===== config.mk =====
export PLATFORM = sky130hd
export DESIGN_NAME = somador_serial
export DESIGN_NICKNAME = d
export VERILOG_FILES = /design/src/rtl/somador_serial.sv
export SDC_FILE = /design/constraint.sdc
export NUM_CORES = 1
export LEC_CHECK = 0
export CELL_PAD_IN_SITES_DETAIL_PLACEMENT = 1
export CELL_PAD_IN_SITES_GLOBAL_PLACEMENT = 2
export CORE_UTILIZATION = 37
export CTS_BUF_LIST = sky130_fd_sc_hd__clkbuf_8
export DETAILED_ROUTE_END_ITERATION = 8
export PLACE_DENSITY = 0.93
export SYNTH_ARGS = -nofsm -noshare
export SYNTH_HDL_FRONTEND = slang
export SYNTH_SLANG_ARGS = --single-unit

===== constraint.sdc =====
create_clock -name clk -period 2.2 [get_ports clk]
set_input_delay 0.55 -clock clk [delete_from_list [all_inputs] [get_ports clk]]
set_output_delay 0.55 -clock clk [all_outputs]
set_load 0.05 [all_outputs]

===== src/rtl/somador_serial.sv =====
// somador_serial: bit-serial adder/subtractor.
// Operands are consumed LSB-first, one bit per clock, through a single
// full-adder cell and a carry flop. Start/done handshake; the result is
// held until the next completed operation.
module somador_serial #(
    parameter int unsigned WIDTH = 8
) (
    input  logic             clk,
    input  logic             rst_n,
    input  logic             start,
    input  logic             sub,
    input  logic [WIDTH-1:0] A,
    input  logic [WIDTH-1:0] B,
    output logic             busy,
    output logic             done,
    output logic [WIDTH-1:0] R,
    output logic             Cout,
    output logic             overflow
);

    localparam int unsigned CW = (WIDTH > 1) ? $clog2(WIDTH) : 1;

    typedef enum logic [1:0] {
        IDLE = 2'd0,
        CALC = 2'd1,
        FIM  = 2'd2
    } state_t;

    state_t           state_q, state_d;
    logic [WIDTH-1:0] opa_q, opa_d;
    logic [WIDTH-1:0] opb_q, opb_d;
    logic [WIDTH-1:0] acc_q, acc_d;
    logic [WIDTH-1:0] r_q, r_d;
    logic [CW-1:0]    cnt_q, cnt_d;
    logic             carry_q, carry_d;
    logic             cout_q, cout_d;
    logic             ovf_q, ovf_d;

    logic             sum_bit;
    logic             carry_out;
    logic             last_bit;
    logic             accept;

    // Full-adder cell on the current LSBs, plus handshake qualifiers
    always_comb begin
        sum_bit   = opa_q[0] ^ opb_q[0] ^ carry_q;
        carry_out = (opa_q[0] & opb_q[0]) | (opa_q[0] & carry_q) | (opb_q[0] & carry_q);
        last_bit  = (cnt_q == CW'(WIDTH - 1));
        accept    = start && ((state_q == IDLE) || (state_q == FIM));
    end

    // State register
    always_ff @(posedge clk or negedge rst_n) begin
        if (!rst_n) begin
            state_q <= IDLE;
        end else begin
            state_q <= state_d;
        end
    end

    // Next-state logic
    always_comb begin
        state_d = state_q;
        unique case (state_q)
            IDLE:    if (start) state_d = CALC;
            CALC:    if (last_bit) state_d = FIM;
            FIM:     state_d = start ? CALC : IDLE;
            default: state_d = IDLE;
        endcase
    end

    // Outputs decoded from state
    always_comb begin
        busy = (state_q == CALC);
        done = (state_q == FIM);
    end

    // Datapath next values: operand latch, serial shift, result capture
    always_comb begin
        opa_d   = opa_q;
        opb_d   = opb_q;
        acc_d   = acc_q;
        cnt_d   = cnt_q;
        carry_d = carry_q;
        r_d     = r_q;
        cout_d  = cout_q;
        ovf_d   = ovf_q;
        if (accept) begin
            opa_d   = A;
            opb_d   = sub ? ~B : B;
            carry_d = sub;
            cnt_d   = '0;
        end else if (state_q == CALC) begin
            acc_d   = {sum_bit, acc_q[WIDTH-1:1]};
            opa_d   = opa_q >> 1;
            opb_d   = opb_q >> 1;
            carry_d = carry_out;
            cnt_d   = cnt_q + CW'(1);
            // Final bit: publish the full result, bypassing the shift
            // register so R is valid in the same cycle as done.
            if (last_bit) begin
                r_d    = {sum_bit, acc_q[WIDTH-1:1]};
                cout_d = carry_out;
                ovf_d  = carry_q ^ carry_out;
            end
        end
    end

    // Datapath registers
    always_ff @(posedge clk or negedge rst_n) begin
        if (!rst_n) begin
            opa_q   <= '0;
            opb_q   <= '0;
            acc_q   <= '0;
            cnt_q   <= '0;
            carry_q <= 1'b0;
            r_q     <= '0;
            cout_q  <= 1'b0;
            ovf_q   <= 1'b0;
        end else begin
            opa_q   <= opa_d;
            opb_q   <= opb_d;
            acc_q   <= acc_d;
            cnt_q   <= cnt_d;
            carry_q <= carry_d;
            r_q     <= r_d;
            cout_q  <= cout_d;
            ovf_q   <= ovf_d;
        end
    end

    // Result outputs straight from their holding registers
    always_comb begin
        R        = r_q;
        Cout     = cout_q;
        overflow = ovf_q;
    end

endmodule


==> results by group <==
Synth
  – EDFF count, synth: 0
  – Synth warn: 0
  – Synth area leaders: dfrtp_1 57%, nand2_1 9.6%, mux2_2 5.9%
  – Synth Net Count: between 150 and 200
  – Leading area contributor after synthesis: dfrtp_1
  – Synthesized instance count: roughly 160
  – Seq/Total Area, Yosys: between 50% and 60%
  – Main flop type after synthesis: dfrtp_1
  – Synth top cells by count: 44 x nand2_1, 39 x dfrtp_1, 13 x nor2_1
  – Post-Syn Area per Cell: 10.7 um^2
  – Area share of the largest cell type after synthesis: between 50% and 60%
  – Post-Syn Area: ~1700 um^2
  – Asr flop ratio synth: between 90% and 100%
  – Most instantiated library cell after synthesis: nand2_1
  – FF+latch count, synth: 39
  – Synth cell types: 25

GRT
  – First-pass GRT wire length: ~6.3 mm
  – Global route overflow: 0
  – Vias in the first global route: between 1000 and 1500
  – Largest net degree at the start of global routing: 40
  – All-Layer GR Usage: 16.4%
  – Initial antenna violation count: 0

Floorplanning
  – Num ports: 32
  – Die Footprint: approximately 4900 um^2
  – Die height: 70.3 um
  – Core Box Area: between 4000 and 5000 um^2
  – Cell Rows: 24
  – Initial cell density of the core: approximately two fifths
  – Die X: between 70 and 80 um

Layout
  – Share of layout cells above drive strength 1: roughly an eighth
  – Area delta synth->final: 26.3%
  – Nets: ~220
  – Antenna diode count: 0
  – Final non-filler cell total: around 250
  – Final Util: between 40% and 50%

Pwr
  – Switching Fraction: 40.8%
  – Clock power share: around 17%
  – Pwr dens: between 1500 and 2000 nW/um^2
  – Reg power frac: between 30 and 40%
  – Comb pwr share: ~46%
  – Int Pwr: 2.02 mW
  – Pleak: between 1 and 1.5 nW
  – Worst IR Drop VDD: 0.460 mV
  – P_sw: around 1.4 mW

Route
  – Drt initial violations: 69
  – Per-cell routed wire length: 15.1 um
  – ANT nets after route: 0
  – Post-Route WL: approximately 3.7 mm
  – Vias: ~1300
  – Drt pass-1 iters: 4
  – Vias per cell: between 5 and 6
  – Residual DRC: 0

CTS
  – Post-CTS sizing: 0
  – CTS clock-pin slew for the worst setup and hold paths: around 70 ps
  – Worst-Skew Late Latency: between 200 and 300 ps
  – Root Driver: clkbuf_8
  – CTS tree: yes
  – Hold Buf Count CTS: 0
  – H-tree levels: 2
  – CTS buffer count: 5
  – Clk sink count: 39
  – Clk buf depth: 2
  – Number of setup buffers added after CTS: 0

Worst setup path
  – Crit-path max FO: 2
  – Crit path capture type: output pin
  – WP buf/inv: 1
  – Reg2reg setup slack: 420 ps
  – WS Path Type: reg2out
  – End of the worst register-to-register path: Cout$_DFFE_PN0P_
  – WP data arrival: ~1500 ps
  – CP Launch Type: register
  – Crit path cell chain: clkdlybuf4s50_1
  – Slowest stage delay, CP: slightly above 800 ps
  – Cell family with most CP delay: buffers and inverters
  – Worst EP required: approximately 1700 ps
  – R2r startpoint: cnt_q[0]$_DFFE_PN0P_
  – FF-to-FF path depth: 4
  – CP max-delay cell: clkdlybuf4s50_1

Timing
  – Fin. Hold Viols: 0
  – Setup violators final: 0
  – Max frequency: 0.500 GHz
  – Clock Skew: between 5 and 6 ps
  – Max-slew violation count: 0
  – Slew @ Worst Pin: 581 ps
  – RSZ-0062 raised after global routing: false
  – Slew Limit Headroom: between 60% and 70%
  – Sum Neg Setup Slack: 0 ps
  – WHS: between 200 and 250 ps
  – Tcrit/Tclk final: 90.9%
  – Crit path time final: ~2000 ps

Min path
  – Min-Delay Path Class: in2async

Placed design
  – DPL Wire Length: approximately 2.6 mm
  – Placed Cells: about 240
  – Buffers on Ports: 31
  – Placer Congestion: between 0.7 and 0.8

Status
  – Outcome: completed

Flow run
  – Max Cap Violations: 0
worst max-delay path by stage:
| stage | from | endpoint | depth (start not counted) |
|---|---|---|---|
| global route | R[7]$_DFFE_PN0P_ | R[7] | 1 |
| floorplan | cnt_q[0]$_DFFE_PN0P_ | Cout$_DFFE_PN0P_ | 5 |
| global placement | start | opb_q[0]$_DFFE_PN0P_ | 4 |
| CTS | Cout$_DFFE_PN0P_ | Cout | 1 |
| finish | Cout$_DFFE_PN0P_ | Cout | 1 |
| detailed placement | sub | opb_q[6]$_DFFE_PN0P_ | 5 |
sequential cells by signal, indices dropped and copies added (netlist names):
register and flops:
carry_q 1, cnt_q 3, R 8, overflow 1, opa_q 8, acc_q 7, opb_q 8, state_q 2
Cout 1
per-stage QoR:
stage | setup WS (ps) | total power, mW | area [um^2]
CTS | 194 | 3.47 | 2180
detailed placement | 337 | 2.90 | 2080
global placement | 399 | 2.79 | 2080
finish | 200 | 3.41 | 2180
floorplan | 714 | 2.42 | 1720
global route | 159 | 3.68 | 2180
cells in the final DEF (no fill, tap or decap), drive strengths merged:
cell type	Yosys	final
nand2	44	44
dfrtp	39	39
clkdlybuf4s50	0	28
nor2	14	14
a31oi	10	10
mux2	9	9
buf	10	8
xor2	6	6
clkbuf	0	5
a22o	4	4
nand3	3	3
xnor2	3	3
o21ai	3	3
inv	2	3
nand2b	2	2
and2b	2	2
a22oi	2	2
a221o	2	2
ha	2	2
nand3b	1	1
o22ai	1	1
nor3	1	1
fa	1	1
bufinv	0	1
area by class of cell:
| cell class | instances | area, um^2 |
|---|---|---|
| multi-input combinational | 110 | 659 |
| sequential | 39 | 976 |
| clock inverter | 2 | 33.8 |
| fill | 461 | 2240 |
| timing repair buffer | 36 | 363 |
| tap | 52 | 65.1 |
| inverter | 2 | 12.5 |
| clock buffer | 5 | 68.8 |
layer usage:
metal,GRT usage [%],vias up,wire (um)
met3,3.75,5,165
met2,27.7,33,1820
met4,4.44,0,30
met5,0,-,0
met1,21.0,618,1700
li1,-,604,-
power by group through the flow:
stage               Combinational (mW)  Clock [mW]  Sequential [mW]
floorplan                        0.884           0             1.54
global placement                  1.53           0             1.26
detailed placement                1.61           0             1.29
CTS                               1.61       0.578             1.27
global route                      1.74       0.615             1.32
finish                            1.58       0.566             1.27
cell families after synthesis:
family | after synthesis | share of synthesized area (%)
fa+ha+maj | 3 | 2.61
flops | 39 | 56.6
buf+inv | 12 | 5.15
compound gates | 22 | 8.93
simple gates | 67 | 16.3
mux | 9 | 5.88
xor+xnor | 9 | 4.57
Note: power is estimated with default switching activity, not from simulation.
